$ cat config.mk
export PLATFORM = sky130hd
export DESIGN_NAME = fix_tag_value_parser
export DESIGN_NICKNAME = d
export VERILOG_FILES = /design/src/rtl/fix_tag_value_parser.sv
export SDC_FILE = /design/constraint.sdc
export NUM_CORES = 1
export LEC_CHECK = 0
export BUFFER_PORTS_ARGS = -buffer_cell sky130_fd_sc_hd__buf_2
export CAP_MARGIN = 20
export CORE_MARGIN = 1.5
export CORE_UTILIZATION = 45
export DETAILED_ROUTE_END_ITERATION = 12
export PLACE_DENSITY_LB_ADDON = 0.08
export REMOVE_ABC_BUFFERS = 1
export SYNTH_ARGS = -nofsm -noshare
export SYNTH_HDL_FRONTEND = slang
export SYNTH_SLANG_ARGS = --single-unit
$ cat constraint.sdc
create_clock -name clk -period 3.6 [get_ports clk]
set_input_delay 0.72 -clock clk [delete_from_list [all_inputs] [get_ports clk]]
set_output_delay 0.72 -clock clk [all_outputs]
set_load 0.03 [all_outputs]
$ cat src/rtl/fix_tag_value_parser.sv
// FIX receive front end: turns a raw "tag=value<SOH>" byte stream into registered
// tag/value strobes, flags malformed fields and resynchronises on the next SOH.
module fix_tag_value_parser #(
  parameter int          VALUE_WIDTH    = 128,
  parameter logic [7:0]  SOH_CHAR       = 8'h01,
  parameter int          MAX_TAG_DIGITS = 9
) (
  input  logic                   clk,
  input  logic                   rst,
  input  logic                   data_valid_i,
  input  logic [7:0]             data_i,
  output logic                   tag_valid_o,
  output logic [31:0]            tag_o,
  output logic                   val_valid_o,
  output logic [VALUE_WIDTH-1:0] val_o,
  output logic                   start_of_message_o,
  output logic                   end_of_message_o,
  output logic                   error_o,
  output logic [2:0]             error_code_o
);

  localparam int MAX_CHARS = VALUE_WIDTH / 8;
  localparam int LEN_W     = $clog2(MAX_CHARS + 1);
  localparam int CNT_W     = $clog2(MAX_TAG_DIGITS + 1);
  localparam logic [LEN_W-1:0] MAX_LEN = LEN_W'(MAX_CHARS);
  localparam logic [CNT_W-1:0] MAX_CNT = CNT_W'(MAX_TAG_DIGITS);

  typedef enum logic [1:0] {ST_TAG, ST_VALUE, ST_RESYNC} state_t;

  state_t                 state_q;
  logic [31:0]            tagAcc_q;
  logic [CNT_W-1:0]       tagCnt_q;
  logic [VALUE_WIDTH-1:0] valReg_q;
  logic [LEN_W-1:0]       valLen_q;
  logic                   msgOpen_q;
  logic                   fieldIsTen_q;
  logic                   tagValid_q;
  logic [31:0]            tagOut_q;
  logic                   valValid_q;
  logic [VALUE_WIDTH-1:0] valOut_q;
  logic                   som_q;
  logic                   eom_q;
  logic                   errPulse_q;
  logic [2:0]             errCode_q;

  logic        isDigit, isEquals, isSoh;
  logic [31:0] tagAcc_d;
  logic        errFire_d;
  logic [2:0]  errCode_d;
  logic        errToTag_d;

  assign isDigit  = (data_i >= 8'h30) && (data_i <= 8'h39);
  assign isEquals = (data_i == 8'h3D);
  assign isSoh    = (data_i == SOH_CHAR);
  assign tagAcc_d = (tagAcc_q * 32'd10) + {28'd0, data_i[3:0]};

  // An SOH that is itself the offending byte already ends the field, so it skips RESYNC
  always_comb begin
    errFire_d  = 1'b0;
    errCode_d  = 3'd0;
    errToTag_d = 1'b0;
    if (data_valid_i) begin
      case (state_q)
        ST_TAG: begin
          if (isDigit && (tagCnt_q == MAX_CNT)) begin
            errFire_d = 1'b1;
            errCode_d = 3'd3;
          end else if (isEquals && (tagCnt_q == '0)) begin
            errFire_d = 1'b1;
            errCode_d = 3'd2;
          end else if (!isDigit && !isEquals) begin
            errFire_d  = 1'b1;
            errCode_d  = 3'd1;
            errToTag_d = isSoh;
          end
        end
        ST_VALUE: begin
          if (isSoh && (valLen_q == '0)) begin
            errFire_d  = 1'b1;
            errCode_d  = 3'd4;
            errToTag_d = 1'b1;
          end else if (!isSoh && (valLen_q == MAX_LEN)) begin
            errFire_d = 1'b1;
            errCode_d = 3'd5;
          end
        end
        default: ;
      endcase
    end
  end

  always_ff @(posedge clk) begin
    if (rst) begin
      state_q      <= ST_TAG;
      tagAcc_q     <= '0;
      tagCnt_q     <= '0;
      valReg_q     <= '0;
      valLen_q     <= '0;
      msgOpen_q    <= 1'b0;
      fieldIsTen_q <= 1'b0;
      tagValid_q   <= 1'b0;
      tagOut_q     <= '0;
      valValid_q   <= 1'b0;
      valOut_q     <= '0;
      som_q        <= 1'b0;
      eom_q        <= 1'b0;
      errPulse_q   <= 1'b0;
      errCode_q    <= '0;
    end else begin
      tagValid_q <= 1'b0;
      valValid_q <= 1'b0;
      som_q      <= 1'b0;
      eom_q      <= 1'b0;
      errPulse_q <= 1'b0;
      if (errFire_d) begin
        errPulse_q <= 1'b1;
        errCode_q  <= errCode_d;
        msgOpen_q  <= 1'b0;
        tagAcc_q   <= '0;
        tagCnt_q   <= '0;
        valReg_q   <= '0;
        valLen_q   <= '0;
        state_q    <= errToTag_d ? ST_TAG : ST_RESYNC;
      end else if (data_valid_i) begin
        case (state_q)
          ST_TAG: begin
            if (isDigit) begin
              tagAcc_q <= tagAcc_d;
              tagCnt_q <= tagCnt_q + CNT_W'(1);
            end else begin
              tagValid_q   <= 1'b1;
              tagOut_q     <= tagAcc_q;
              som_q        <= !msgOpen_q;
              eom_q        <= (tagAcc_q == 32'd10);
              fieldIsTen_q <= (tagAcc_q == 32'd10);
              msgOpen_q    <= 1'b1;
              tagAcc_q     <= '0;
              tagCnt_q     <= '0;
              state_q      <= ST_VALUE;
            end
          end
          ST_VALUE: begin
            if (!isSoh) begin
              valReg_q <= {valReg_q[VALUE_WIDTH-9:0], data_i};
              valLen_q <= valLen_q + LEN_W'(1);
            end else begin
              valValid_q <= 1'b1;
              valOut_q   <= valReg_q;
              valReg_q   <= '0;
              valLen_q   <= '0;
              if (fieldIsTen_q) msgOpen_q <= 1'b0;
              state_q    <= ST_TAG;
            end
          end
          default: begin
            if (isSoh) state_q <= ST_TAG;
          end
        endcase
      end
    end
  end

  assign tag_valid_o        = tagValid_q;
  assign tag_o              = tagOut_q;
  assign val_valid_o        = valValid_q;
  assign val_o              = valOut_q;
  assign start_of_message_o = som_q;
  assign end_of_message_o   = eom_q;
  assign error_o            = errPulse_q;
  assign error_code_o       = errCode_q;

endmodule

==> impl_metrics.json <==
{
  "slew_violations": 0,
  "cts.sinks": 341,
  "period_needed_ns": 3.73,
  "combPwrFrac_pct": 3.5,
  "leakage_uw": 0.00721,
  "period_share_pct": 104,
  "crit_top_cell": "buf_4",
  "crit_arrival_ns": 4.18,
  "track_usage_pct": 22.9,
  "grt.overflow.total": 0,
  "clkTransAtPathRegs_ns": 0.06,
  "tightestPinTransition_ns": 0.891,
  "drt_pass1_iterations": 5,
  "cts_root_buf": "clkbuf_16",
  "drive_above_1_share_pct": 20.9,
  "ys.flop_type": "dfxtp_1",
  "violations": "negative setup slack",
  "synth.avg_cell_area_um2": 7.81,
  "antenna_found_initial": 1,
  "grt_pass1_wl_um": 63200,
  "setup_viol": 1,
  "hold_violations": 0,
  "ys_seq_elements": 341,
  "vias_per_cell": 5.16,
  "area_growth_pct": 24.8,
  "synth-edff-count": 0,
  "top_usage_layer": "met2",
  "p_clk_share_pct": 46.2,
  "clk_latency_ns": 0.52,
  "mostFrequentLayoutCells": "nand2_1, dfxtp_1, a21oi_1",
  "async_flop_share_pct": 0,
  "p_sw_share_pct": 22.3,
  "remaining_drc_errors": 0,
  "portBuffers": 178,
  "place_congestion": 0.880,
  "final_common_cell": "nand2_1",
  "postCtsHoldBufs": 0,
  "use_met3_pct": 3.06,
  "crit_path_top_delay_cell": "or4_4",
  "reg2reg_slack_ns": -0.13,
  "grtUsageMet1_pct": 29.4,
  "end_kind": "flip-flop",
  "path_cells": "buf_4 -> ha_1 -> ha_4 -> o211ai_1 -> o21ai_2 -> a221oi_2 -> buf_4 -> xnor2_1 -> nand2_2 -> or4_4 -> or3b_4 -> or4b_1 -> nand3_1",
  "p_switching_uw": 1680,
  "clock-skew-final_ns": 0.0140,
  "grt_max_degree": 129,
  "cap_violations": 0,
  "drtIter0Drc": 803,
  "pin_count": 179,
  "fill_cells": 3120,
  "dr_total_vias": 13438,
  "ant_nets": 0,
  "wl_per_cell_um": 15.3,
  "routed_wl_um": 39800,
  "die_area_um2": 33900,
  "cts_tree": "built",
  "crit_type": "flip-flop to flip-flop",
  "grt_use_met2_pct": 39.4,
  "rows": 66,
  "dpl.hpwl_um": 26800,
  "power.internal_uw": 5860,
  "cellPowerDensity_nw_per_um2": 409,
  "htree_levels": 2,
  "fin_ws_ns": -0.130,
  "worstPathMaxFanout": 4,
  "max_stage_delay_ns": 0.49,
  "die_width_um": 184,
  "worstSetupStartpointType": "flip-flop",
  "rsz0062_at_grt": "yes",
  "initial_utilization_pct": 45.5,
  "nNetsFinal": 2216,
  "ys_seq_area_share_pct": 46.2,
  "netlist_instances": 1891,
  "outcome": "finished, violations left",
  "slew-limit-headroom_pct": 40.6,
  "ctsLongestPathBuffers": 3,
  "p_total_uw": 7540,
  "die_y_um": 184,
  "synth_area_um2": 14800,
  "cts_buffers": 37,
  "p_seq_share_pct": 50.2,
  "max_clock_freq_mhz": 268,
  "yosys_warnings": 0,
  "core-area_um2": 32500,
  "holdCritPathClass": "flip-flop to flip-flop",
  "grt_pass1_vias": 12596,
  "required_ns": 4.05,
  "synthDistinctLibCells": 70,
  "whs_ns": 0.440,
  "vdd_drop_max_v": 0.000305
}
-- state kept, by name (all words and copies together) (netlist names) --
name / count
end_of_message_o: 1
error_code_o: 3
error_o: 1
fieldIsTen_q: 1
msgOpen_q: 1
start_of_message_o: 1
state_q: 2
tagAcc_q: 32
tagCnt_q: 4
tag_o: 32
tag_valid_o: 1
valLen_q: 5
valReg_q: 128
val_o: 128
val_valid_o: 1
-- layer usage --
| metal | routed length, µm | part of all wire (%) | up-vias |
|---|---|---|---|
| met4 | 981 | 2.5 | 0 |
| met1 | 17900 | 45 | 6229 |
| met3 | 1510 | 3.8 | 67 |
| met5 | 0 | 0 | - |
| met2 | 19400 | 49 | 247 |
| li1 | - | - | 6895 |
-- path summary, 6_finish.rpt --
path                                 start                            end  depth (start not counted)
setup / recovery  tagAcc_q[3]$_SDFFE_PP0P_      tagAcc_q[29]$_SDFFE_PP0P_                         13
hold / removal      msgOpen_q$_SDFFE_PP0P_  start_of_message_o$_SDFF_PP0_                          1
hold reg to reg     msgOpen_q$_SDFFE_PP0P_  start_of_message_o$_SDFF_PP0_                          1
setup reg to reg  tagAcc_q[3]$_SDFFE_PP0P_      tagAcc_q[29]$_SDFFE_PP0P_                         13
-- power groups by stage --
| stage | Sequential [µW] | Clock [µW] | Combinational (µW) |
|---|---|---|---|
| after floorplan | 3880 | 0 | 117 |
| after global placement | 3870 | 0 | 269 |
| after detailed placement | 3870 | 0 | 270 |
| after CTS | 3790 | 3580 | 271 |
| after global routing | 3790 | 3730 | 292 |
| final | 3790 | 3480 | 267 |
-- per-stage QoR --
stage / std cells / cell area [µm²] / TNS (ns) / utilization [%] / setup WS [ns]
4_1_cts: 2597 / 18100 / -0.114 / 55.8 / -0.114
3_5_place_dp: 2538 / 16900 / -1.23 / 52.2 / -0.299
3_3_place_gp: 2538 / 16900 / -0.856 / 52.2 / -0.266
6_report: 2602 / 18400 / -0.130 / 56.8 / -0.130
2_1_floorplan: 1767 / 14300 / -335.13 / - / -1.86
5_1_grt: 2602 / 18400 / -0.676 / 56.8 / -0.234
-- cell type report --
type / count / area (µm²) / area share (%)
clock buffers: 52 / 1010 / 5.49
flip-flops and latches: 341 / 6840 / 37.1
repair buffers: 334 / 2150 / 11.7
inverters: 11 / 41.3 / 0.224
multi-input cells: 1415 / 7760 / 42.1
diodes: 1 / 2.50 / 0.0136
well taps: 442 / 553 / 3.00
clock inverters: 6 / 68.8 / 0.373
-- cells in the mapped netlist (all sizes together) (5+ instances only) --
master / n / area share (%)
a211o: 6 / 0.36
a211oi: 6 / 0.34
a21o: 7 / 0.36
a21oi: 334 / 11
a22oi: 19 / 0.97
and2: 9 / 0.38
and3: 7 / 0.30
and4: 6 / 0.36
buf: 17 / 0.64
clkbuf: 107 / 2.7
dfxtp: 341 / 46
ha: 63 / 5.3
inv: 11 / 0.28
mux2i: 5 / 0.34
nand2: 646 / 16
nand2b: 5 / 0.21
nand3: 26 / 0.88
nand4: 17 / 0.72
nor2: 66 / 1.7
nor2b: 6 / 0.25
nor3: 16 / 0.54
nor4: 14 / 0.59
nor4b: 5 / 0.30
o211ai: 9 / 0.46
o21ai: 33 / 1.1
o311ai: 5 / 0.30
or2: 5 / 0.21
xnor2: 25 / 1.5
xor2: 16 / 0.95
-- kinds of logic after synthesis --
group / share of synthesized area, %
simple gates: 24.4
compound gates: 17.4
fa+ha+maj: 5.61
buf+inv: 3.64
mux: 0.339
flops: 46.2
xor+xnor: 2.43
-- critical path: cells and delay by family (launching register included) --
family | cells | cell delay [ns]
XOR/XNOR | 1 | 0.17
adder cells (fa/ha/maj) | 2 | 0.61
flip-flops | 1 | 0.32
AO/OA/AOI/OAI | 3 | 0.76
buffers and inverters | 2 | 0.31
AND/OR/NAND/NOR | 5 | 1.52
-- timing repair --
| item | 4_1_cts | 5_1_grt |
|---|---|---|
| buffers inserted | 1 | 4 |
| pin swaps | 8 | 18 |
| resized for setup | 13 | 59 |
| endpoints found under the setup margin | 11 | 14 |
No activity file was read; power rests on OpenSTA's default activity.
